<file path="src/rtl/npc_arb_pkg.sv">
// Shared types for the IFU/LSU memory arbiter: FSM states, requester ids, error data.
// No logic here; latency and backpressure live in mem_arbiter.
// Imported by arb_rr2 and mem_arbiter.
package npc_arb_pkg;

  typedef enum logic [1:0] {
    IDLE  = 2'd0,
    ISSUE = 2'd1,
    WAIT  = 2'd2,
    RESP  = 2'd3
  } arb_state_t;

  typedef enum logic {
    REQ_IFU = 1'b0,
    REQ_LSU = 1'b1
  } req_id_t;

  localparam logic [31:0] ARB_ERR_DATA = 32'hDEADBEEF;

endpackage

</file>
<file path="src/rtl/arb_rr2.sv">
// Two-way round-robin picker: on a conflict the requester that did not win last time wins.
// Latency: purely combinational, zero cycles.
// Backpressure: none; the caller decides when a grant is consumed.
module arb_rr2
  import npc_arb_pkg::*;
(
  input  logic       ifu_vld,
  input  logic       lsu_vld,
  input  logic       last_grant,
  output logic [1:0] grant,
  output logic       grant_id
);

  always_comb begin
    grant    = 2'b00;
    grant_id = REQ_IFU;
    if (ifu_vld && lsu_vld) begin
      if (last_grant == REQ_IFU) begin
        grant    = 2'b10;
        grant_id = REQ_LSU;
      end else begin
        grant    = 2'b01;
        grant_id = REQ_IFU;
      end
    end else if (ifu_vld) begin
      grant    = 2'b01;
      grant_id = REQ_IFU;
    end else if (lsu_vld) begin
      grant    = 2'b10;
      grant_id = REQ_LSU;
    end
  end

endmodule

</file>
<file path="src/rtl/mem_arbiter.sv">
// Shares one memory port between IFU and LSU, one transaction at a time (optional watchdog: ARB_TIMEOUT_EN).
// Latency: resp_valid in the 4th cycle counting the accept cycle, with an immediate mem ready and next-cycle response.
// Backpressure: req_ready only in IDLE; mem_req_valid holds the latched request until mem_req_ready.
module mem_arbiter
  import npc_arb_pkg::*;
#(
  parameter int ADDR_W         = 32,
  parameter int DATA_W         = 32,
  parameter int TIMEOUT_CYCLES = 255
) (
  input  logic                clk,
  input  logic                rst,
  input  logic                ifu_req_valid,
  output logic                ifu_req_ready,
  input  logic [ADDR_W-1:0]   ifu_addr,
  output logic                ifu_resp_valid,
  output logic [DATA_W-1:0]   ifu_resp_data,
  input  logic                lsu_req_valid,
  output logic                lsu_req_ready,
  input  logic [ADDR_W-1:0]   lsu_addr,
  input  logic                lsu_wen,
  input  logic [DATA_W-1:0]   lsu_wdata,
  input  logic [DATA_W/8-1:0] lsu_wmask,
  output logic                lsu_resp_valid,
  output logic [DATA_W-1:0]   lsu_resp_data,
  output logic                mem_req_valid,
  input  logic                mem_req_ready,
  output logic [ADDR_W-1:0]   mem_addr,
  output logic                mem_wen,
  output logic [DATA_W-1:0]   mem_wdata,
  output logic [DATA_W/8-1:0] mem_wmask,
  input  logic                mem_resp_valid,
  input  logic [DATA_W-1:0]   mem_resp_data,
  output logic                busy,
  output logic                resp_err
);

  localparam int MASK_W = DATA_W / 8;

  typedef struct packed {
    logic [ADDR_W-1:0] addr;
    logic              wen;
    logic [DATA_W-1:0] wdata;
    logic [MASK_W-1:0] wmask;
  } mem_req_t;

  arb_state_t state;
  req_id_t    owner;
  logic       owner_vld;
  req_id_t    last_grant;
  mem_req_t   req_q;
  mem_req_t   win_req;
  logic [1:0] grant;
  logic       grant_id;

  arb_rr2 u_rr (
    .ifu_vld    (ifu_req_valid),
    .lsu_vld    (lsu_req_valid),
    .last_grant (last_grant),
    .grant      (grant),
    .grant_id   (grant_id)
  );

  assign ifu_req_ready = !rst && (state == IDLE) && grant[0];
  assign lsu_req_ready = !rst && (state == IDLE) && grant[1];

  // Fetches are always reads with no byte enables.
  always_comb begin
    win_req = '0;
    if (grant_id == REQ_LSU) begin
      win_req.addr  = lsu_addr;
      win_req.wen   = lsu_wen;
      win_req.wdata = lsu_wdata;
      win_req.wmask = lsu_wmask;
    end else begin
      win_req.addr  = ifu_addr;
    end
  end

  assign mem_addr  = req_q.addr;
  assign mem_wen   = req_q.wen;
  assign mem_wdata = req_q.wdata;
  assign mem_wmask = req_q.wmask;
  assign busy      = (state != IDLE);

`ifdef ARB_TIMEOUT_EN
  localparam int CNT_W = ($clog2(TIMEOUT_CYCLES + 1) > 8) ? $clog2(TIMEOUT_CYCLES + 1) : 8;
  logic [CNT_W-1:0] wd_cnt;
`else
  assign resp_err = 1'b0;
`endif

  always_ff @(posedge clk or posedge rst) begin
    if (rst) begin
      state          <= IDLE;
      owner          <= REQ_IFU;
      owner_vld      <= 1'b0;
      last_grant     <= REQ_IFU;
      req_q          <= '0;
      mem_req_valid  <= 1'b0;
      ifu_resp_valid <= 1'b0;
      lsu_resp_valid <= 1'b0;
      ifu_resp_data  <= '0;
      lsu_resp_data  <= '0;
`ifdef ARB_TIMEOUT_EN
      resp_err       <= 1'b0;
      wd_cnt         <= '0;
`endif
    end else begin
      ifu_resp_valid <= 1'b0;
      lsu_resp_valid <= 1'b0;
`ifdef ARB_TIMEOUT_EN
      resp_err       <= 1'b0;
`endif
      case (state)
        IDLE: begin
          if (grant != 2'b00) begin
            req_q         <= win_req;
            owner         <= req_id_t'(grant_id);
            owner_vld     <= 1'b1;
            last_grant    <= req_id_t'(grant_id);
            mem_req_valid <= 1'b1;
            state         <= ISSUE;
          end
        end
        ISSUE: begin
          if (mem_req_ready) begin
            mem_req_valid <= 1'b0;
            state         <= WAIT;
`ifdef ARB_TIMEOUT_EN
            wd_cnt        <= '0;
`endif
          end
        end
        WAIT: begin
          // Response pulse is registered on the way into RESP so it is high exactly while in RESP.
          if (mem_resp_valid && owner_vld) begin
            if (owner == REQ_LSU) begin
              lsu_resp_valid <= 1'b1;
              lsu_resp_data  <= mem_resp_data;
            end else begin
              ifu_resp_valid <= 1'b1;
              ifu_resp_data  <= mem_resp_data;
            end
            state <= RESP;
          end
`ifdef ARB_TIMEOUT_EN
          else if (wd_cnt == CNT_W'(TIMEOUT_CYCLES - 1)) begin
            if (owner == REQ_LSU) begin
              lsu_resp_valid <= 1'b1;
              lsu_resp_data  <= DATA_W'(ARB_ERR_DATA);
            end else begin
              ifu_resp_valid <= 1'b1;
              ifu_resp_data  <= DATA_W'(ARB_ERR_DATA);
            end
            resp_err <= 1'b1;
            state    <= RESP;
          end else begin
            wd_cnt <= wd_cnt + 1'b1;
          end
`endif
        end
        RESP: begin
          owner_vld <= 1'b0;
          state     <= IDLE;
        end
        default: state <= IDLE;
      endcase
    end
  end

endmodule

</file>
<file path="config.mk">
export PLATFORM = sky130hd
export DESIGN_NAME = mem_arbiter
export DESIGN_NICKNAME = d
export VERILOG_FILES = /design/src/rtl/npc_arb_pkg.sv /design/src/rtl/arb_rr2.sv /design/src/rtl/mem_arbiter.sv
export SDC_FILE = /design/constraint.sdc
export NUM_CORES = 1
export LEC_CHECK = 0
export ABC_CLOCK_PERIOD_IN_PS = 5100
export CORE_UTILIZATION = 38
export CTS_BUF_LIST = sky130_fd_sc_hd__clkbuf_4
export DETAILED_ROUTE_END_ITERATION = 8
export PLACE_DENSITY = 0.82
export SKIP_CTS_REPAIR_TIMING = 1
export SLEW_MARGIN = 40
export SYNTH_ARGS = -nofsm -noshare
export SYNTH_HDL_FRONTEND = slang
export SYNTH_HIERARCHICAL = 1
export SYNTH_SLANG_ARGS = --single-unit
</file>
<file path="constraint.sdc">
create_clock -name clk -period 5.1 [get_ports clk]
set_clock_uncertainty 0.2 [all_clocks]
set_input_delay 0.765 -clock clk [delete_from_list [all_inputs] [get_ports clk]]
set_output_delay 0.765 -clock clk [all_outputs]
set_load 0.02 [all_outputs]
</file>
==> metrics.md <==
| Metric | Value |
|---|---|
| Setup slack on the worst flop-to-flop path | `2.61 ns` |
| Synth unique cells | `25` |
| First-pass GRT wire length | `23600 um` |
| Max Slew Vio Count | `0` |
| Vias in the first global route | `4767` |
| Initial antenna violation count | `1` |
| Gr usage total | `19.2%` |
| Worst Setup End Kind | `output port` |
| Cell taking the most area after synthesis | `dfrtp_1` |
| Largest stage delay on the critical path | `0.60 ns` |
| Cts bufs inserted | `17` |
| Static Leak | `3.95 nW` |
| DR vias/cell | `4.82` |
| Antenna Violating Nets Remaining | `0` |
| Reg2reg end | `state[1]$_DFFE_PP0P_` |
| Horiz. Die Dim | `125 um` |
| EDFF count, synth | `0` |
| Period utilization | `72.4%` |
| Fillers | `1102` |
| Syn nets | `624` |
| CP required | `4.14 ns` |
| Drt initial violations | `195` |
| Minimum clock period after layout | `3.69 ns` |
| Die area | `15500 um^2` |
| Hold path depth | `2` |
| DRT Pass-1 Iters | `4` |
| Async SR Flop Fraction | `100%` |
| Top Ports | `279` |
| Startpoint class of the critical path | `input port` |
| Endpoints failing setup | `0` |
| Cell mode on critical path | `clkdlybuf4s50_1` |
| Routed wire length | `14500 um` |
| Reg2Reg Launch Point | `last_grant$_DFFE_PP0P_` |
| Reg clk slew, reported paths | `0.10 ns` |
| Tightest Hold Check Type | `reg -> reg` |
| Yosys reg bits | `140` |
| Hold Path End | `mem_wdata[22]$_DFFE_PP0P_` |
| Worst-Margin Slew | `0.735 ns` |
| Post-synth top area share | `61.3%` |
| Routed len/inst | `15.3 um` |
| # DRC | `0` |
| Total global routing overflow | `0` |
| Vias | `4562` |
| CP Data Arrival Time | `2.73 ns` |
| Max Clock Freq | `271 MHz` |
| Cells after Synth | `480` |
| Setup TNS | `0 ns` |
| Final GP Congestion | `0.765` |
| Peak VDD IR | `226 uV` |
| Largest net degree at the start of global routing | `91` |
| Rel. slew slack | `51.0%` |
| R2R cell count | `5` |
| Status | `complete, no violations` |
| Mapped cell area | `5710 um^2` |
| Share of layout cells above drive strength 1 | `13.9%` |
| Area of the multi-input gates | `2060 um^2` |
| Initial core utilization | `39.2%` |
| Worst Hold Launch | `mem_wdata[22]$_DFFE_PP0P_` |
| PwrDens | `574 nW/um^2` |
| Post-synth top cells | `dfrtp_1, nand2_1, o21ai_0, mux2_2, mux2i_1` |
| Max-Cap Viols | `0` |
| Die height | `125 um` |
| Count leader, synth | `dfrtp_1` |
| Nets | `894` |
| Clk_lat worst skew | `0.51 ns` |
| Max clock buf depth | `2` |
| CTS root buffer | `clkbuf_4` |
| Area grow syn2layout | `56.8%` |
| Register Area | `3500 um^2` |
| Core ar. | `14600 um^2` |
| Final hold viol count | `0` |
| PortBufs | `277` |
| CP Class | `in -> out` |
| Area contributors post-synth | `dfrtp_1, mux2_2, nand2_1` |
| Clock sink total | `140` |
| Register area share after synthesis | `61.3%` |
| CTS tree | `yes` |
| Fin Hold WS | `0.291 ns` |
| CP max stage cell | `clkdlybuf4s50_1` |
| Post-DP HPWL | `10700 um` |
| Worst-path maximum fanout | `7` |
| YS warnings | `6` |
| Crit-path cells | `clkdlybuf4s50_1 -> a21boi_1 -> and3_2 -> clkdlybuf4s50_1` |
| Top_reg_cell synth | `dfrtp_1` |
| Syn avg cell area | `11.9 um^2` |
| FP Rows | `44` |
| # H-tree levels | `4` |
| RSZ-0062 raised after global routing | `false` |
## final cells by class
type	instances	share of cell area [%]
flip-flops and latches	140	39.1
repair buffers	282	31.5
multi-input cells	301	23.0
well taps	184	2.57
clock inverters	13	1.94
clock buffers	18	1.51
inverters	8	0.377
diodes	1	0.0279
## worst max-delay path, delay by kind of cell
| kind | cells | cell delay [ns] |
|---|---|---|
| buffers and inverters | 2 | 1.13 |
| AO/OA/AOI/OAI | 1 | 0.55 |
| AND/OR/NAND/NOR | 1 | 0.29 |
## stage by stage
step / setup slack [ns] / util, % / total power [mW] / std cells / instance area [um^2]
6_report: 1.41 / 61.4 / 5.14 / 947 / 8960
5_1_grt: 1.30 / 61.4 / 5.46 / 947 / 8960
4_1_cts: 1.42 / 61.4 / 5.21 / 946 / 8950
3_5_place_dp: 1.43 / 59.3 / 4.42 / 915 / 8640
3_3_place_gp: 1.47 / 59.1 / 4.31 / 915 / 8620
2_1_floorplan: 0.561 / - / 3.15 / 480 / 5720
## per-layer routing
| layer | up-vias | global-route usage, % | routed length [um] | part of all wire [%] |
|---|---|---|---|---|
| li1 | 2160 | - | - | - |
| met1 | 2182 | 21.8 | 5720 | 40 |
| met2 | 203 | 33.2 | 7300 | 50 |
| met3 | 17 | 7.00 | 1250 | 8.7 |
| met4 | 0 | 6.17 | 205 | 1.4 |
| met5 | - | 0 | 0 | 0 |
## cell families after synthesis
kind of cell / synth area share, %
simple gates: 8.21
compound gates: 7.42
fa+ha+maj: 1.10
flops: 61.3
buf+inv: 3.26
mux: 18.6
other cells: 0.0656
## where the power goes
group          switching [mW]  internal [mW]
combinational            1.26           1.26
sequential              0.266           1.59
clock                   0.387          0.389
total                    1.91           3.23
## placed cells by master, fill, tap and decap left out, drive strengths merged
cell,count
clkdlybuf4s50,277
dfrtp,140
nand2,110
o21ai,73
mux2,66
mux2i,32
clkbuf,18
inv,8
clkinv,8
ha,5
buf,5
bufinv,4
nor2,2
o311ai,2
and3,2
a21boi,2
diode,1
nand4b,1
and2b,1
a221oi,1
a21oi,1
a2bb2oi,1
nand4,1
clkinvlp,1
conb,1
## state kept, by name, indices dropped and copies added, names as in the netlist
name,cells
ifu_resp_data,32
ifu_resp_valid,1
last_grant,1
lsu_resp_data,32
lsu_resp_valid,1
mem_addr,32
mem_req_valid,1
mem_wdata,32
mem_wen,1
mem_wmask,4
owner_vld,1
state,2
## worst max-delay path by stage
stage | from | end | slack (ns)
final | ifu_req_valid | ifu_req_ready | 1.41
after global routing | rst | ifu_req_ready | 1.30
after CTS | ifu_req_valid | ifu_req_ready | 1.42
after detailed placement | ifu_req_valid | ifu_req_ready | 1.43
after global placement | ifu_req_valid | ifu_req_ready | 1.47
after floorplan | rst | ifu_req_ready | 0.56
No activity file was read; power rests on OpenSTA's default activity.
